File: src/rtl/posit_lut_share.sv
// rtl/posit_lut_share.sv - round-robin sharing of one combinational posit LUT between requesters
//
// Ports:
//   clock      in  1              rising-edge clock
//   resetn     in  1              asynchronous active-low reset
//   req_valid  in  NUM_REQ        per-requester operand valid
//   req_ready  out NUM_REQ        per-requester grant (at most one bit high)
//   req_data   in  NUM_REQ*WIDTH  operands, requester i at [i*WIDTH +: WIDTH]
//   lut_in     out WIDTH          registered operand driven into the shared LUT
//   lut_out    in  WIDTH          LUT result, combinational from lut_in
//   rsp_valid  out NUM_REQ        one-hot result valid
//   rsp_ready  in  NUM_REQ        per-requester result ready
//   rsp_data   out WIDTH          result for the requester flagged in rsp_valid
//   busy       out 1              either pipeline stage holds a lookup

module posit_lut_share #(
  parameter int NUM_REQ = 4,
  parameter int WIDTH   = 8
) (
  input  logic                     clock,
  input  logic                     resetn,
  input  logic [NUM_REQ-1:0]       req_valid,
  output logic [NUM_REQ-1:0]       req_ready,
  input  logic [NUM_REQ*WIDTH-1:0] req_data,
  output logic [WIDTH-1:0]         lut_in,
  input  logic [WIDTH-1:0]         lut_out,
  output logic [NUM_REQ-1:0]       rsp_valid,
  input  logic [NUM_REQ-1:0]       rsp_ready,
  output logic [WIDTH-1:0]         rsp_data,
  output logic                     busy
);

  localparam int ID_W = $clog2(NUM_REQ);

  // Stage A: operand presented to the LUT
  logic             a_valid_q, a_valid_d;
  logic [ID_W-1:0]  a_id_q, a_id_d;
  logic [WIDTH-1:0] a_data_q, a_data_d;

  // Stage B: LUT result waiting for its requester
  logic             b_valid_q, b_valid_d;
  logic [ID_W-1:0]  b_id_q, b_id_d;
  logic [WIDTH-1:0] b_data_q, b_data_d;

  logic [ID_W-1:0]  rr_ptr_q, rr_ptr_d;

  logic             b_free;
  logic             a_free;
  logic             grant_found;
  logic [ID_W-1:0]  grant_idx;
  logic [WIDTH-1:0] grant_data;
  logic             accept;
  int               cand;

  // Only the requester owning stage B can stall the pipe; other rsp_ready bits are don't-care.
  assign b_free = !b_valid_q || rsp_ready[b_id_q];
  assign a_free = !a_valid_q || b_free;

  // Round-robin search starting at rr_ptr, wrapping modulo NUM_REQ.
  always_comb begin
    grant_found = 1'b0;
    grant_idx   = '0;
    cand        = 0;
    for (int k = 0; k < NUM_REQ; k++) begin
      cand = int'(rr_ptr_q) + k;
      if (cand >= NUM_REQ) begin
        cand = cand - NUM_REQ;
      end
      if (!grant_found && req_valid[cand[ID_W-1:0]]) begin
        grant_found = 1'b1;
        grant_idx   = cand[ID_W-1:0];
      end
    end
  end

  // Operand mux is kept apart from the grant so req_ready never depends on req_data.
  always_comb begin
    grant_data = '0;
    for (int i = 0; i < NUM_REQ; i++) begin
      if (grant_idx == ID_W'(i)) begin
        grant_data = req_data[i*WIDTH +: WIDTH];
      end
    end
  end

  assign accept    = a_free && grant_found;
  assign req_ready = accept ? (NUM_REQ'(1) << grant_idx) : '0;

  always_comb begin
    a_valid_d = a_valid_q;
    a_id_d    = a_id_q;
    a_data_d  = a_data_q;
    b_valid_d = b_valid_q;
    b_id_d    = b_id_q;
    b_data_d  = b_data_q;
    rr_ptr_d  = rr_ptr_q;

    // B drains and refills from A in the same cycle when possible.
    if (b_free) begin
      b_valid_d = a_valid_q;
      if (a_valid_q) begin
        b_id_d   = a_id_q;
        b_data_d = lut_out;
      end
    end

    if (a_free) begin
      a_valid_d = accept;
      if (accept) begin
        a_id_d   = grant_idx;
        a_data_d = grant_data;
        rr_ptr_d = (grant_idx == ID_W'(NUM_REQ - 1)) ? '0 : grant_idx + ID_W'(1);
      end
    end
  end

  always_ff @(posedge clock or negedge resetn) begin
    if (!resetn) begin
      a_valid_q <= 1'b0;
      a_id_q    <= '0;
      a_data_q  <= '0;
      b_valid_q <= 1'b0;
      b_id_q    <= '0;
      b_data_q  <= '0;
      rr_ptr_q  <= '0;
    end else begin
      a_valid_q <= a_valid_d;
      a_id_q    <= a_id_d;
      a_data_q  <= a_data_d;
      b_valid_q <= b_valid_d;
      b_id_q    <= b_id_d;
      b_data_q  <= b_data_d;
      rr_ptr_q  <= rr_ptr_d;
    end
  end

  assign lut_in    = a_data_q;
  assign rsp_data  = b_data_q;
  assign rsp_valid = b_valid_q ? (NUM_REQ'(1) << b_id_q) : '0;
  assign busy      = a_valid_q || b_valid_q;

endmodule
File: config.mk
export PLATFORM = sky130hd
export DESIGN_NAME = posit_lut_share
export DESIGN_NICKNAME = d
export VERILOG_FILES = /design/src/rtl/posit_lut_share.sv
export SDC_FILE = /design/constraint.sdc
export NUM_CORES = 1
export LEC_CHECK = 0
export CORE_ASPECT_RATIO = 0.9
export CORE_UTILIZATION = 40
export CTS_BUF_LIST = sky130_fd_sc_hd__clkbuf_8
export DETAILED_ROUTE_END_ITERATION = 6
export PLACE_DENSITY = 0.77
export RECOVER_POWER = 100
export SLEW_MARGIN = 20
export SYNTH_ARGS = -nofsm -noshare
export SYNTH_HDL_FRONTEND = slang
export SYNTH_SLANG_ARGS = --single-unit
File: constraint.sdc
create_clock -name clock -period 3.8 [get_ports clock]
set_input_delay 1.14 -clock clock [delete_from_list [all_inputs] [get_ports clock]]
set_output_delay 1.14 -clock clock [all_outputs]
set_load 0.05 [all_outputs]
==> results.txt <==
----------------------------------------------------
[Worst setup path]
  Library cell appearing most often on the critical path ... buf_6
  Delay of the slowest cell on the worst path ... between 0.2 and 0.3 ns
  Reg-to-Reg Start ... rr_ptr_q[1]$_DFFE_PN0P_
  Register-to-register setup slack ... 1.19 ns
  Peak fanout along the critical path ... 5
  Worst setup EP type ... output port
  Class of the most critical setup path ... input port to output port
  Series of cell instances along the critical path ... dlygate4sd2_1 -> buf_6 -> a21o_1 -> a21oi_2 -> o22a_1 -> buf_6 -> ha_4 -> and2_4 -> buf_6
  Critical R2R Capture ... lut_in[2]$_DFFE_PN0P_
  CP max stage cell ... dlygate4sd2_1
  Depth of the most critical reg-to-reg path ... 9
  CP arrival ... 2.56 ns
  Startpoint types ... input port
  Required time of the critical path ... 2.66 ns

[Route]
  Post-route DRC ... 0
  Via count of the routed design ... around 1,300
  Post-DRT Antenna Nets ... 0
  Average wire per cell in the routed design ... 13.6 um
  Via-to-Cell Ratio ... 5.10
  Initial detailed-routing violation count ... 27
  Total wire length ... 3550 um
  Drt pass-1 iters ... 4

[Timing]
  Final setup violation count ... 0
  Number of hold-slack violations in the final timing report ... 0
  Setup TNS ... 0 ns
  Worst hold margin ... 0.476 ns
  Share of the clock period used by the worst path ... a little over nine tenths
  Worst slew margin ... between 15 and 20%
  Setup repair after global routing missed its margin ... no
  Slew at the pin with the worst max-slew slack ... roughly 1.3 ns
  Worst clock skew ... 0.00145 ns
  Min Clock Period, post-route ... 3.70 ns
  Count of pins over their slew limit ... 0
  Maximum clock frequency ... 270 MHz

[GRT]
  Fraction of met3 tracks used by global routing ... roughly 3.5%
  GR met2 Demand/Resource ... a little over a third
  Fraction of met1 tracks used by global routing ... 22.8%
  Highest-utilization routing layer at the global route stage ... met2
  Global routing usage summed across all routing layers ... approximately a fifth
  Wire length of the first global-routing pass ... 5830 um
  Vias in the first global route ... about 1,400
  Pin count of the biggest net entering global routing ... 25
  Antenna violations before repair ... 0
  Grt total ovfl ... 0

[Layout]
  Final net count ... 272
  Share of final-layout standard cells stronger than drive strength 1 ... 20.7%
  Number of fillers in the final layout ... 275
  Antenna fix cells ... 0
  Final Core Density ... 69.4%
  Final design instance area without fill ... 2350 um^2
  Area growth, synth to finish ... 64.9%

[Synth]
  Ys flop type ... dfrtp_1
  Proportion of netlist area held by the largest area contributor ... 42.2%
  Top cells by area in the synthesized netlist ... dfrtp_1 42%, mux2_2 8.7%, a221o_1 5.6%, a21oi_1 4.2%, a22oi_1 4.2%
  Number of warning messages in the yosys log ... 0
  Gate Count Post-Synth ... around 140
  Sequential cell area fraction in the yosys report ... 42.2%
  Mapped cell area ... 1420 um^2
  Number of distinct library cells after synthesis ... 33
  Avg Synthesized Cell Area ... a little over 10 um^2
  Total of flip-flops plus latches after synthesis ... 24
  Post-Synthesis Net Count ... 191
  EDFF count, synth ... 0
  Ys async rst share ... between 90% and 100%
  Post-synthesis cell type with the largest combined area ... dfrtp_1

[Hold path]
  Class of the most critical hold timing path ... flip-flop to flip-flop
  Worst hold path stage count ... 2
  Worst-case hold path end point ... lut_in[4]$_DFFE_PN0P_
  Source of the worst hold timing path ... lut_in[4]$_DFFE_PN0P_

[Place]
  Area after DPL ... 2270 um^2
  Half-perimeter wire length after detailed placement ... 2730 um
  Count of input and output buffers ... 74
  Gpl congestion ... about 0.86

[Floorplanning]
  Die W ... 64.9 um
  Die Outline Area ... 3800 um^2
  Boundary Pins ... 75
  Core outline area ... 3380 um^2
  Initial standard-cell utilization of the core ... a little over two fifths
  Die extent in y ... 58.6 um
  Total number of placement rows ... 20

[CTS]
  Reg clk slew, reported paths ... around 0.08 ns
  CTS Root Cell ... clkbuf_8
  TritonCTS clock tree ... yes
  Maximum number of buffers from clock root to sink ... 2
  Inserted Clock Buffers ... 3
  Sinks on the clock net ... 24
  H-tree levels ... 1
  Clock latency on the worst-skew pair ... around 0.26 ns
  Hold_buf cts ... 0

[Run]
  Max-cap check violation count ... 0

[Power and ir drop]
  Pwr Density ... 851 nW/um^2
  Worst IR Drop VDD ... 0.000522 V
  Leak ... a little over 0.001 uW

[Outcome]
  Outcome ... complete, no violations

----------------------------------------------------
==> stage by stage <==
step                total power, uW  worst slack, ns  instances
floorplan                      1390          -0.0232        137
detailed placement             1830           -0.181        255
CTS                            2110           0.0726        261
finish                         2000           0.0986        261
global route                   2130           0.0167        261
global placement               1800           -0.142        255
==> worst max-delay path by stage <==
stage	startpoint	endpoint	slack, ns
2_1_floorplan	req_valid[0]	req_ready[2]	-0.02
3_3_place_gp	req_valid[0]	req_ready[3]	-0.14
3_5_place_dp	req_valid[0]	req_ready[1]	-0.18
4_1_cts	req_valid[2]	req_ready[1]	0.07
5_1_grt	req_valid[0]	req_ready[1]	0.02
6_report	req_valid[0]	req_ready[2]	0.1
==> per-layer routing <==
metal | up-vias | share of wire (%)
li1 | 650 | -
met1 | 604 | 41
met2 | 71 | 48
met3 | 6 | 8.9
met4 | 0 | 2.0
met5 | - | 0
==> power by group <==
group | leakage (uW) | total, uW | internal [uW] | switching (uW)
Sequential | 0.000283 | 455 | 375 | 80.0
Clock | 0.0000357 | 220 | 141 | 79.6
Combinational | 0.000711 | 1320 | 526 | 795
==> synthesized netlist by cell type (2+ instances only) <==
cell type,instances
mux2_4,2
o221ai_4,2
o21ai_0,6
and2_1,4
mux2_2,11
or2_2,2
o21ai_1,2
mux2_1,2
a21o_1,2
dfrtp_1,24
a22oi_1,8
a221o_1,8
nor2_1,4
a21oi_1,12
nand2_1,11
clkbuf_1,5
inv_1,13
ha_1,4
==> flip-flops by register name (all words and copies together) (netlist names) <==
register	count
lut_in	8
rsp_data	8
a_id_q	2
b_id_q	2
rr_ptr_q	2
a_valid_q	1
b_valid_q	1
==> layout make-up <==
class | count | area, um^2 | share of cell area, %
inverter | 13 | 48.8 | 2.08
clock inverter | 1 | 30.0 | 1.28
clock buffer | 3 | 41.3 | 1.76
multi-input combinational | 92 | 743 | 31.7
tap | 44 | 55.1 | 2.35
sequential | 24 | 601 | 25.6
timing repair buffer | 84 | 827 | 35.3
==> critical path: cells and delay by family <==
family | cells | cell delay, ns
buf+inv | 4 | 0.66
compound gates | 3 | 0.51
simple gates | 1 | 0.13
fa+ha+maj | 1 | 0.12
==> placed cells by master, fill, tap and decap left out, drive strengths merged, types with 2 or more instances in the layout <==
| master | n |
|---|---|
| clkdlybuf4s50 | 45 |
| dfrtp | 24 |
| dlygate4sd3 | 21 |
| mux2 | 15 |
| inv | 13 |
| a21oi | 13 |
| buf | 12 |
| nand2 | 11 |
| a221o | 8 |
| a22oi | 8 |
| o21ai | 8 |
| clkbuf | 6 |
| nor2 | 4 |
| and2 | 4 |
| ha | 4 |
| o221ai | 3 |
| a21o | 2 |
| or2 | 2 |
| dlygate4sd2 | 2 |
==> timing repair <==
| action | CTS | global route |
|---|---|---|
| setup endpoints to repair | 4 | 4 |
| resized for setup | 16 | 3 |
| setup buffers | 2 | 0 |
| pin swaps | 2 | 1 |
==> cell families (layout without fill, tap and decap cells) <==
logic type	count (synthesis)	count (layout)	synth area share, %
buf+inv	21	101	6.42
compound gates	45	45	25.4
mux	15	15	12.4
fa+ha+maj	4	4	3.52
flops	24	24	42.2
simple gates	28	28	10.0
(Power assumes the default switching activity.)
